`src/rtl/count_mod_updown_pkg.sv`:
```
// -----------------------------------------------------------------------------
// count_mod_updown_pkg
// Shared constants for the up/down modulo counter family.
//   CNT_UP / CNT_DN     : values of the up_dn input selecting count direction
//   CNT_WRAP / CNT_SAT  : values of the SATURATE parameter selecting the
//                         behaviour at the ends of the count range
// -----------------------------------------------------------------------------
package count_mod_updown_pkg;

    localparam logic CNT_UP = 1'b1;
    localparam logic CNT_DN = 1'b0;

    localparam int CNT_WRAP = 0;
    localparam int CNT_SAT  = 1;

endpackage : count_mod_updown_pkg

```
`src/rtl/count_prescaler.sv`:
```
// -----------------------------------------------------------------------------
// count_prescaler
// Divides the enable stream: counts enabled cycles 0..PRESCALE-1 and raises
// tick on the enabled cycle where the count sits at PRESCALE-1, after which the
// count returns to 0. Cycles with en low hold the count.
// Ports:
//   clk     in  rising-edge clock
//   rst     in  asynchronous reset, active-high (count -> 0)
//   en      in  enable; only enabled cycles advance the count
//   restart in  synchronous return of the count to 0 (counter clear/load)
//   tick    out one-cycle step strobe (combinational from count and en)
// -----------------------------------------------------------------------------
module count_prescaler #(
    parameter int PRESCALE = 2
) (
    input  logic clk,
    input  logic rst,
    input  logic en,
    input  logic restart,
    output logic tick
);

    localparam int PW = (PRESCALE > 1) ? $clog2(PRESCALE) : 1;
    localparam logic [PW-1:0] LAST = PW'(PRESCALE - 1);

    logic [PW-1:0] pcount_q;
    logic [PW-1:0] pcount_d;

    // tick is deliberately not gated by restart; the counter top gives
    // clr/load priority over the step itself.
    assign tick = en & (pcount_q == LAST);

    always_comb begin
        pcount_d = pcount_q;
        if (restart) begin
            pcount_d = '0;
        end else if (en) begin
            pcount_d = (pcount_q == LAST) ? '0 : pcount_q + 1'b1;
        end
    end

    always_ff @(posedge clk or posedge rst) begin
        if (rst) begin
            pcount_q <= '0;
        end else begin
            pcount_q <= pcount_d;
        end
    end

endmodule : count_prescaler

```
`src/rtl/count_mod_updown.sv`:
```
// -----------------------------------------------------------------------------
// count_mod_updown
// Parametrised synchronous up/down modulo-MODULUS counter with prescaled
// enable, sync clear, clamped parallel load, wrap or saturate at the range
// ends, terminal count / carry-out for cascading and a sticky overflow flag.
// Ports:
//   clk     in  rising-edge clock
//   rst     in  asynchronous reset, active-high
//   en      in  count enable (through the prescaler)
//   up_dn   in  1 = count up, 0 = count down
//   clr     in  synchronous clear to 0 (highest priority)
//   load    in  synchronous load of data (clamped to MODULUS-1)
//   data    in  load value
//   ovf_clr in  clears the sticky overflow flag
//   out     out registered count
//   tc      out terminal count for the current direction (combinational)
//   co      out carry/borrow out = tc & tick, feeds en of the next stage
//   ovf     out sticky: a step was attempted at terminal count
// -----------------------------------------------------------------------------
module count_mod_updown
    import count_mod_updown_pkg::*;
#(
    parameter int WIDTH     = 8,
    parameter int MODULUS   = 256,
    parameter int SATURATE  = 0,
    parameter int RESET_VAL = 0,
    parameter int PRESCALE  = 1
) (
    input  logic             clk,
    input  logic             rst,
    input  logic             en,
    input  logic             up_dn,
    input  logic             clr,
    input  logic             load,
    input  logic [WIDTH-1:0] data,
    input  logic             ovf_clr,
    output logic [WIDTH-1:0] out,
    output logic             tc,
    output logic             co,
    output logic             ovf
);

    localparam logic [WIDTH-1:0] MAX_VAL = WIDTH'(MODULUS - 1);
    localparam logic [WIDTH-1:0] RST_VAL = WIDTH'(RESET_VAL);

    logic [WIDTH-1:0] out_q;
    logic [WIDTH-1:0] out_d;
    logic             ovf_q;
    logic             ovf_d;
    logic             tick;
    logic             step;
    logic             restart;

    assign restart = clr | load;

    // With no division the prescaler is pure overhead, so en is the tick.
    generate
        if (PRESCALE == 1) begin : g_no_prescale
            assign tick = en;
        end else begin : g_prescale
            count_prescaler #(
                .PRESCALE (PRESCALE)
            ) u_prescaler (
                .clk     (clk),
                .rst     (rst),
                .en      (en),
                .restart (restart),
                .tick    (tick)
            );
        end
    endgenerate

    always_comb begin
        tc = 1'b0;
        case (up_dn)
            CNT_UP:  tc = (out_q == MAX_VAL);
            CNT_DN:  tc = (out_q == '0);
            default: tc = 1'b0;
        endcase
    end

    assign co  = tc & tick;
    assign out = out_q;
    assign ovf = ovf_q;

    // Next count: clr beats load beats step. Loads above the range clamp to
    // the top value so out never leaves 0..MODULUS-1.
    always_comb begin
        out_d = out_q;
        step  = 1'b0;
        if (clr) begin
            out_d = '0;
        end else if (load) begin
            out_d = (data > MAX_VAL) ? MAX_VAL : data;
        end else if (tick) begin
            step = 1'b1;
            case (up_dn)
                CNT_UP: begin
                    if (out_q == MAX_VAL) begin
                        out_d = (SATURATE == CNT_WRAP) ? '0 : out_q;
                    end else begin
                        out_d = out_q + 1'b1;
                    end
                end
                CNT_DN: begin
                    if (out_q == '0) begin
                        out_d = (SATURATE == CNT_SAT) ? out_q : MAX_VAL;
                    end else begin
                        out_d = out_q - 1'b1;
                    end
                end
                default: out_d = out_q;
            endcase
        end
    end

    // Sticky overflow: a real step at terminal count sets it, and a set on
    // the same edge as ovf_clr wins.
    always_comb begin
        ovf_d = ovf_q;
        if (ovf_clr) begin
            ovf_d = 1'b0;
        end
        if (step && tc) begin
            ovf_d = 1'b1;
        end
    end

    always_ff @(posedge clk or posedge rst) begin
        if (rst) begin
            out_q <= RST_VAL;
            ovf_q <= 1'b0;
        end else begin
            out_q <= out_d;
            ovf_q <= ovf_d;
        end
    end

endmodule : count_mod_updown

```
`config.mk`:
```
export PLATFORM = sky130hd
export DESIGN_NAME = count_mod_updown
export DESIGN_NICKNAME = d
export VERILOG_FILES = /design/src/rtl/count_mod_updown_pkg.sv /design/src/rtl/count_prescaler.sv /design/src/rtl/count_mod_updown.sv
export SDC_FILE = /design/constraint.sdc
export NUM_CORES = 1
export LEC_CHECK = 0
export CORE_UTILIZATION = 40
export CTS_BUF_LIST = sky130_fd_sc_hd__clkbuf_4 sky130_fd_sc_hd__clkbuf_8 sky130_fd_sc_hd__clkbuf_16
export CTS_CLUSTER_SIZE = 16
export DETAILED_ROUTE_END_ITERATION = 12
export GPL_ROUTABILITY_DRIVEN = 1
export GPL_TIMING_DRIVEN = 0
export HOLD_SLACK_MARGIN = 0.06
export PLACE_DENSITY = 0.69
export SETUP_SLACK_MARGIN = 0.05
export SYNTH_ARGS = -nofsm -noshare
export SYNTH_HDL_FRONTEND = slang
export SYNTH_HIERARCHICAL = 1
export SYNTH_SLANG_ARGS = --single-unit
```
`constraint.sdc`:
```
create_clock -name clk -period 1.9 [get_ports clk]
set_input_delay 0.19 -clock clk [delete_from_list [all_inputs] [get_ports clk]]
set_output_delay 0.19 -clock clk [all_outputs]
set_load 0.05 [all_outputs]
```
# Word level (Yosys, flattened, before mapping)
# Index checks and enable logic that the tools add are counted.
[word_totals]
register_bits = 9
latch_bits = 0
ramBits = 0
mem_bits_ro = 0
inputBits = 15
out_inout_bits = 11
word_cells = 25
memories = 0
[classes]
add_sub_neg = 2
multipliers = 0
n_div = 0
n_lt_le_gt_ge = 1
n_eq_ne = 1
n_shift = 0
mux = 13
bitwise_logic = 2
reduce_logical = 4
[ops]
columns = ["operator", "n"]
rows = [
  ["8-bit 2-to-1 mux", 6],
  ["8-bit case mux with 2 select lines", 1],
  ["8-bit by 1-bit adder with 8-bit output, second input constant", 1],
  ["8-bit equality test, second input constant", 1],
  ["8-bit greater-than comparator, second input constant", 1],
  ["8-bit logical NOT", 1],
  ["8-bit by 1-bit subtractor with 8-bit output, second input constant", 1],
  ["1-bit 2-to-1 mux", 5],
  ["3-bit nonzero test", 1],
  ["1-bit case mux with 2 select lines", 1],
  ["2-bit nonzero test", 1],
  ["1-bit AND", 1],
  ["1-bit logical AND", 1],
  ["1-bit inverter", 1],
]

# Longest topological paths before layout
# Gate-level depths: netlist of run 1.
[depth]
ltp_word = 6
depth_mapped = 6
ltp_nobuf = 6

# Worst setup path before layout of run 1
# No wires, ideal clock.
[synth_timing]
path_type = "register to output"
from = "register out_q[0] (netlist: out[0])"
to = "output port co"
arrival_ps = 2209
required_ps = 1710
setup_slack_ps = -499
stages_incl_launch_ff = 6
path_buffers = 0
path_cell_list = "dfrtp_1 ha_1 and3_1 nand3_1 nand2_1 and2_1"
[synth_between]
elab_chain_cells = 3
elab_cells_between_ends = 4
classes_between = "1 x eq/ne; 1 x mux; 1 x bitwise; 1 x reduce/logical"
[synth_rtl]
columns = ["element", "line_no", "text"]
rows = [
  ["from (decl)", "count_mod_updown.sv:46", "logic [WIDTH-1:0] out_q;"],
  ["from (signal assigned)", "count_mod_updown.sv:134", "out_q <= out_d;"],
  ["8-bit equality test or 8-bit logical NOT (tied branches)", "count_mod_updown.sv:76, count_mod_updown.sv:77", ""],
  ["1-bit case mux with 2 select lines (*)", "count_mod_updown.sv:75", "case (up_dn)"],
  ["via tc", "count_mod_updown.sv:38", "output logic tc,"],
  ["1-bit AND (*)", "count_mod_updown.sv:82", "assign co = tc & tick;"],
  ["to (decl)", "count_mod_updown.sv:39", "output logic co,"],
]
# The timed path passes the listed nets; every way through them passes the cells marked *.

# Final worst setup path of run 1
[layout_timing]
from = "register out_q[0] (netlist: out[0])"
to = "output port co"
[layout_between]
elab_chain_cells = 3
elab_cells_between_ends = 4
classes_between = "1 x eq/ne; 1 x mux; 1 x bitwise; 1 x reduce/logical"
[layout_rtl]
columns = ["element", "line_no"]
rows = [
  ["8-bit equality test or 8-bit logical NOT (tied branches)", "count_mod_updown.sv:76, count_mod_updown.sv:77"],
  ["1-bit case mux with 2 select lines (*)", "count_mod_updown.sv:75"],
  ["1-bit AND (*)", "count_mod_updown.sv:82"],
]
# Every way passes the cells marked *; elsewhere a longest branch is shown, timed or not.

==> results.txt, run 1 <==
Skew-Pair Late Insertion Delay - 280 ps
Area of the die - 0.00251 mm^2
Post-DP HPWL - 1.82 mm
Diodes inserted - 0
Yosys reg bits - 9
Rel. slew slack - 47.2%
Worst IR Drop VDD - 461 uV
Congestion Overflow GR - 0
Synth top area share - 24.3%
Pre-CTS WS - -642 ps
Final setup viols - 0
Final Max Slew Viols - 0
Fmax - 527 MHz
M1 wire length - 1.13 mm
Period Utilization, post-route - 99.9%
Mean Syn Cell Area - 8.35 um^2
IO buf count - 24
Number of warning messages in the yosys log - 6
Area Growth Syn to Fin - 48.9%
Core Area - 0.00219 mm^2
Unrepaired setup endpoints after global routing - yes
Drt initial violations - 50
Power per Cell Area - 557 mW/mm^2
Worst clock skew - 4.87 ps
Top cells by area, synth - dfrtp_1, a21oi_1, ha_1
Clock sink count - 9
Cell variety after synth - 45
Met2 wire length - 1.43 mm
Total wire length - 2.75 mm
Post-Syn Nets - 129
Via count - 1009
Final Critical Period - 1900 ps
GRT Total Usage - 23.6%
Largest net degree at the start of global routing - 11
Final Wtd Congestion - 0.932
Asr flop ratio synth - 100%
Most instantiated cells after synthesis - a21oi_1, dfrtp_1, nand2_1, inv_1, o21ai_0
Clk pin slew, worst setup/hold paths - 80 ps
Num rows - 17
Sequential fraction of the synthesis area - 24.3%
Pre-antenna DRT Iters - 4
Worst Hold Class - in2async
Post-synth top area cell - dfrtp_1
Status - finished, final reports clean
Met3 WL - 173 um
Leakage power - 0.567 nW
Max Used Layer - met4
Cell count after synthesis - 111
Post-synth EDFFs - 0
Worst slew pin tran - 790 ps
Routed Antenna Nets - 0
Predominant post-synthesis flop cell - dfrtp_1
Fin util - 63.0%
Mapped Area - 927 um^2
Crit start category - register
Nets - 167
Hold Fails Final Rpt - 0
WL/cell - 15.6 um
Post-route setup slack - 2.64 ps
CTS Hold Bufs - 0
First-pass GRT wire length - 4.44 mm
Vias in the first global route - 1000
Vias per cell - 5.73
WP data arrival - 1710 ps
Depth of the CTS H-tree - 1
Initial Util - 42.3%
Root Buffer - clkbuf_4
IO Count - 26
Drt drc - 0
Share of cells above drive strength 1 - 33.1%
Max cap viols - 0
Total power - 769 uW
Number of buffers created by CTS - 3
Die height - 50.1 um
CTS Buffer Depth - 2
TritonCTS clock tree - built
Die extent in x - 50.1 um
Max FO, Critical Path - 4
Worst Setup Path Type - reg2out
Initial antenna violation count - 0
Critical Path RT - 1710 ps
Setup crit end kind - output pin
==> report_power, final <==
| part | internal (mW) | total (mW) | switching, mW | leakage [nW] |
|---|---|---|---|---|
| clock network | 0.0781 | 0.169 | 0.0906 | 0.0177 |
| registers | 0.207 | 0.229 | 0.0221 | 0.110 |
| logic | 0.172 | 0.371 | 0.199 | 0.439 |
| total | 0.457 | 0.769 | 0.312 | 0.567 |
==> kinds of logic (layout without fill, tap and decap cells) <==
group                    Yosys count  in the layout  synth area share, %
AND/OR/NAND/NOR                   40             40                 28.9
buffers and inverters             16             53                 9.31
adder cells (fa/ha/maj)            3              3                 4.05
XOR/XNOR                           4              4                 3.78
AO/OA/AOI/OAI                     37             37                 27.4
flip-flops                         9              9                 24.3
multiplexers                       2              2                 2.29
==> cell type report <==
cell class                      instances  area [um^2]
Buffer                                  8         58.8
Multi-Input combinational cell         86          681
Tap cell                               28         35.0
Clock buffer                            3         22.5
Inverter                                8         32.5
Fill cell                             184          811
Clock inverter                          1         5.00
Timing Repair Buffer                   33          313
Sequential cell                         9          233
==> per-layer routing <==
| layer | global-route usage [%] | vias to the layer above |
|---|---|---|
| li1 | - | 483 |
| met1 | 26.8 | 479 |
| met2 | 40.9 | 45 |
| met3 | 5.15 | 2 |
| met4 | 11.9 | 0 |
| met5 | 0 | - |
==> state kept, by name, indices dropped and copies added (netlist names) <==
signal  flops
ovf         1
out         8
==> what timing repair did <==
item                                    in CTS  in global routing
pin swaps                                    2                  2
endpoints found under the setup margin       2                  6
setup buffers                                8                  1
resized for setup                           23                  6
cloned                                       0                  0
==> placed cells by master, fill, tap and decap left out, types with 3 or more instances in the layout <==
cell	instances
a21boi_0	3
a21oi_1	9
buf_2	3
buf_4	9
buf_6	3
clkbuf_4	4
clkdlybuf4s50_1	20
dfrtp_1	3
dfrtp_2	6
inv_1	6
nand2_1	7
nor2_1	3
nor3_1	5
nor3b_1	4
o21ai_0	6
o22ai_1	4
==> worst paths after layout <==
kind,depth (start not counted),start,slack [ps],to
min in group clk,2,clr,220,out[1]
worst min-delay path,2,rst,200,ovf
max in group asynchronous,2,rst,1390,out[5]
worst max register to register,8,out[0],130,out[6]
worst max-delay path,7,out[0],3,co
worst min register to register,1,ovf,510,ovf
==> worst max-delay path, stage by stage, from the launching register on <==
cell and delay, ps:
dfrtp_2 460, inv_2 100, ha_4 130, nor4b_4 240, nand2_2 130, nand2_4 80
and2_4 150, buf_8 140
==> stage by stage <==
step | hold slack [ps] | instance area [um^2] | instances | TNS (ps)
final | 197 | 1380 | 176 | 0
after global routing | 226 | 1380 | 176 | -59.6
after CTS | 198 | 1350 | 175 | 0
after detailed placement | 495 | 1220 | 163 | -1270
after global placement | 494 | 1220 | 163 | -1250
after floorplan | 17.5 | 945 | 111 | 0
(Power assumes the default switching activity.)
==> run 2, diff against run 1 <==
--- a/config.mk
+++ b/config.mk
@@ -10,10 +10,10 @@
 export CTS_CLUSTER_SIZE = 16
 export DETAILED_ROUTE_END_ITERATION = 12
 export GPL_ROUTABILITY_DRIVEN = 1
-export GPL_TIMING_DRIVEN = 0
 export HOLD_SLACK_MARGIN = 0.06
 export PLACE_DENSITY = 0.69
 export SETUP_SLACK_MARGIN = 0.05
+export SKIP_LAST_GASP = 1
 export SYNTH_ARGS = -nofsm -noshare
 export SYNTH_HDL_FRONTEND = slang
 export SYNTH_HIERARCHICAL = 1
==> run 2 against run 1 <==
Sequential cell count stayed put. Routed wire length rose by 2.4%. Critical path type unchanged. Non-clock buffer count rose by 1. Via count grew 2.9%. Cell area rose by 1.2%. Highest routed layer unchanged.
==> results.txt, run 2 (synthesis gave the netlist of run 1 again) <==
Vias in the first global route - 947
First-pass GRT wire length - 4.64 mm
Routed Antenna Nets - 0
Period Utilization, post-route - 97.3%
Setup crit end kind - output pin
Area of the die - 0.00251 mm^2
Rel. slew slack - 66.6%
Drt drc - 0
Area Growth Syn to Fin - 50.6%
Pre-antenna DRT Iters - 4
IO Count - 26
Total wire length - 2.82 mm
Leakage power - 0.583 nW
WL/cell - 15.9 um
Num rows - 17
Cells after DPL - 163
Worst Hold Class - in2async
Commonest non-fill, non-tap cell in the layout - clkdlybuf4s50_1
Number of buffers created by CTS - 3
Skew-Pair Late Insertion Delay - 270 ps
Commonest non-fill, non-tap cells in the layout - clkdlybuf4s50_1, buf_4, a21oi_1
Worst slew pin tran - 501 ps
Post-DP HPWL - 1.91 mm
CTS Buffer Depth - 2
WP data arrival - 1660 ps
Largest register FFs - 8
IO buf count - 25
GRT Total Usage - 25.5%
Share of cells above drive strength 1 - 34.2%
Initial Util - 42.3%
Worst Setup Path Type - reg2out
Fin util - 63.7%
Core Area - 0.00219 mm^2
Setup TNS - 0 ps
Critical Path RT - 1710 ps
Clk pin slew, worst setup/hold paths - 70 ps
Depth of the CTS H-tree - 1
Max FO, Critical Path - 4
Power per Cell Area - 556 mW/mm^2
Drt initial violations - 33
Diodes inserted - 0
Worst clock skew - 1.31 ps
Via count - 1038
Unrepaired setup endpoints after global routing - yes
TritonCTS clock tree - built
Initial antenna violation count - 0
Largest net degree at the start of global routing - 14
Congestion Overflow GR - 0
Hold Fails Final Rpt - 0
Final Max Slew Viols - 0
Final Wtd Congestion - 0.944
Crit start category - register
Vias per cell - 5.86
Root Buffer - clkbuf_4
Max cap viols - 0
Finished Layout Cells - 177
CTS Hold Bufs - 0
Clock sink count - 9
Status - finished, final reports clean
Final Critical Period - 1850 ps
Worst IR Drop VDD - 347 uV
Die extent in x - 50.1 um
Final setup viols - 0
Fmax - 541 MHz
Nets - 168
Die height - 50.1 um
## run 2: cell types whose count changed in the layout (fill, tap and decap cells not counted), moves of 2 or more
cell	previous run	this run
buf_12	0	2
buf_4	9	18
buf_6	3	0
buf_2	3	0
clkbuf_1	2	0
## run 2: worst paths after layout
path                            startpoint     end  slack (ps)  cells past startpoint
worst min register to register         ovf     ovf         520                      1
worst min-delay path                   rst  out[4]         200                      2
max in group asynchronous              rst  out[3]        1400                      2
min in group clk                   data[1]  out[1]         480                      3
worst max-delay path                out[0]      co          50                      7
worst max register to register      out[0]  out[6]         150                      8
## run 2: metrics by stage
| step | hold WS [ps] | worst slack, ps | instance area [um^2] | power [mW] |
|---|---|---|---|---|
| 3_5_place_dp | 490 | 147 | 1240 | 0.554 |
| 2_1_floorplan | 17.5 | 86.6 | 945 | 0.451 |
| 4_1_cts | 211 | 57.8 | 1380 | 0.766 |
| 3_3_place_gp | 497 | 187 | 1240 | 0.549 |
| 6_report | 198 | 52.2 | 1400 | 0.777 |
| 5_1_grt | 204 | -58.4 | 1400 | 0.827 |
## run 2: final cells by class
cell class                      count  area [um^2]
Fill cell                         185          795
Multi-Input combinational cell     86          667
Timing Repair Buffer               42          400
Sequential cell                     9          234
Tap cell                           28         35.0
Clock buffer                        4         30.0
Inverter                            8         30.0
## run 2: routing by layer
| layer | GRT usage, % | up-vias | wire, um |
|---|---|---|---|
| met3 | 5.76 | 6 | 147 |
| met1 | 29.4 | 497 | 1160 |
| met2 | 43.8 | 45 | 1450 |
| met4 | 12.9 | 0 | 61 |
| li1 | - | 490 | - |
| met5 | 0 | - | 0 |
## run 2: timing repair
item,in CTS,in global routing
setup buffers,8,2
gates cloned,0,0
endpoints found under the hold margin,0,0
pin swaps,1,2
resized for setup,10,2
endpoints found under the setup margin,3,4
## run 2: report_power, final
part	internal [mW]	switching (mW)
combinational	0.175	0.185
clock	0.0956	0.0767
sequential	0.208	0.0370
## run 2: critical path: stages (launching register included)
cell     delay (ps)
dfrtp_2         450
inv_2           100
ha_4            130
nor4b_4         230
nand2_2         120
nand2_4          90
and2_4          150
buf_12          130
==> run 3, diff against run 2 <==
--- a/config.mk
+++ b/config.mk
@@ -5,13 +5,15 @@
 export SDC_FILE = /design/constraint.sdc
 export NUM_CORES = 1
 export LEC_CHECK = 0
-export CORE_UTILIZATION = 40
+export CAP_MARGIN = 20
+export CORE_MARGIN = 2
+export CORE_UTILIZATION = 47
 export CTS_BUF_LIST = sky130_fd_sc_hd__clkbuf_4 sky130_fd_sc_hd__clkbuf_8 sky130_fd_sc_hd__clkbuf_16
 export CTS_CLUSTER_SIZE = 16
 export DETAILED_ROUTE_END_ITERATION = 12
 export GPL_ROUTABILITY_DRIVEN = 1
 export HOLD_SLACK_MARGIN = 0.06
-export PLACE_DENSITY = 0.69
+export PLACE_DENSITY = 0.79
 export SETUP_SLACK_MARGIN = 0.05
 export SKIP_LAST_GASP = 1
 export SYNTH_ARGS = -nofsm -noshare
==> run 3 against run 2 <==
Setup slack got worse by 38 ps. Non-clock buffer count is 5 lower. Critical path type unchanged. Global-route usage increased by 1.8 points. Clock power grew 6%. Maximum frequency decreased by 2.0%. Clock-buffer cell count unchanged. Highest routed layer unchanged. Sequential share of layout area is 0.48 points higher. Core utilization rose by 7.6 points. Critical endpoint unchanged.
==> results.txt, run 3 (synthesis gave the netlist of run 1 again) <==
Leakage power - 0.557 nW
Area of the die - 0.00234 mm^2
First-pass GRT wire length - 5.03 mm
Critical Path RT - 1710 ps
Final Critical Period - 1890 ps
Fin util - 71.4%
Status - finished, final reports clean
Setup crit end kind - output pin
Clock sink count - 9
Register area - 234 um^2
Max FO, Critical Path - 12
Comb pwr share - 44.0%
Rel. slew slack - 65.8%
IO buf count - 25
Final Max Slew Viols - 0
Worst clock skew - 3.84 ps
Initial Util - 48.7%
Final Wtd Congestion - 0.922
CTS Buffer Depth - 2
Num rows - 16
IO Count - 26
Die height - 48.4 um
Depth of the CTS H-tree - 1
Share of cells above drive strength 1 - 31.9%
Net switching power - 307 uW
Skew-Pair Late Insertion Delay - 270 ps
Routed Antenna Nets - 0
Power per Cell Area - 567 mW/mm^2
Worst slew pin tran - 511 ps
Root Buffer - clkbuf_4
Total wire length - 2.86 mm
Area Growth Syn to Fin - 46.4%
Vias per cell - 5.78
Post-DP HPWL - 1.79 mm
Diodes inserted - 0
Worst Hold Class - in2async
Largest net degree at the start of global routing - 14
Hold Fails Final Rpt - 0
Finished Layout Cells - 171
Commonest non-fill, non-tap cells in the layout - clkdlybuf4s50_1, buf_4, a21oi_1
Sequential share of power - 32.2%
Drt drc - 0
Initial antenna violation count - 0
Internal Power - 463 uW
GRT Total Usage - 27.4%
Congestion Overflow GR - 0
Commonest non-fill, non-tap cell in the layout - clkdlybuf4s50_1
Clock share of power - 23.8%
Number of buffers created by CTS - 3
Nets - 163
Multi-input gate area - 667 um^2
Period Utilization, post-route - 99.2%
Max cap viols - 0
WP data arrival - 1700 ps
Core Area - 0.00190 mm^2
Via count - 988
Total power - 770 uW
Fmax - 530 MHz
Die extent in x - 48.4 um
WL/cell - 16.7 um
Worst IR Drop VDD - 422 uV
Drt initial violations - 32
Clk pin slew, worst setup/hold paths - 80 ps
Final setup viols - 0
Vias in the first global route - 1028
Largest register FFs - 8
Pre-antenna DRT Iters - 4
Sw Share - 39.8%
TritonCTS clock tree - built
Worst Setup Path Type - reg2out
Filler cell count - 147
Unrepaired setup endpoints after global routing - yes
Crit start category - register
Cells after DPL - 161
[run 3: per-layer routing]
metal / share of wire, % / vias to the layer above / GRT usage, % / wire, um
li1: - / 476 / - / -
met1: 39 / 450 / 34.8 / 1120
met2: 50 / 56 / 45.1 / 1450
met3: 8.9 / 6 / 6.79 / 254
met4: 1.5 / 0 / 10.0 / 43
met5: 0 / - / 0 / 0
[run 3: timing repair]
action                     4_1_cts  5_1_grt
buffers inserted                 5        1
hold buffers                     0        0
resized for setup                9        3
pin swaps                        2        2
setup endpoints to repair        2        7
[run 3: worst paths after layout]
kind,cells past startpoint,to,slack [ps],start
max,5,co,10,out[4]
min,2,out[7],190,rst
max reg2reg,7,out[6],230,out[0]
min reg2reg,1,ovf,530,ovf
max in group asynchronous,2,out[4],1400,rst
min in group clk,3,out[1],460,data[1]
[run 3: layout make-up]
class	instances	share of cell area, %
Clock buffer	4	2.21
Inverter	8	2.21
Multi-Input combinational cell	86	49.1
Sequential cell	9	17.2
Tap cell	27	2.49
Timing Repair Buffer	37	26.7
[run 3: power by group through the flow]
stage | logic [mW] | clock network [mW] | registers, mW
floorplan | 0.173 | 0 | 0.277
global placement | 0.299 | 0 | 0.247
detailed placement | 0.304 | 0 | 0.247
CTS | 0.331 | 0.183 | 0.243
global route | 0.367 | 0.198 | 0.250
finish | 0.339 | 0.183 | 0.248
[run 3: stage by stage]
stage | area (um^2) | hold slack, ps | worst slack [ps] | setup TNS, ps
4_1_cts | 1340 | 205 | 57.9 | 0
5_1_grt | 1360 | 261 | -40.7 | -48.0
3_3_place_gp | 1230 | 499 | 214 | 0
2_1_floorplan | 945 | 17.5 | 86.6 | 0
3_5_place_dp | 1230 | 498 | 193 | 0
6_report | 1360 | 189 | 14.3 | 0
[run 3: worst max-delay path, cell delays in order, from the launching register on]
cell and delay [ps]:
dfrtp_2 520, and4_1 330, nand3_2 170, nand2_4 120, and2_4 150, buf_12 130
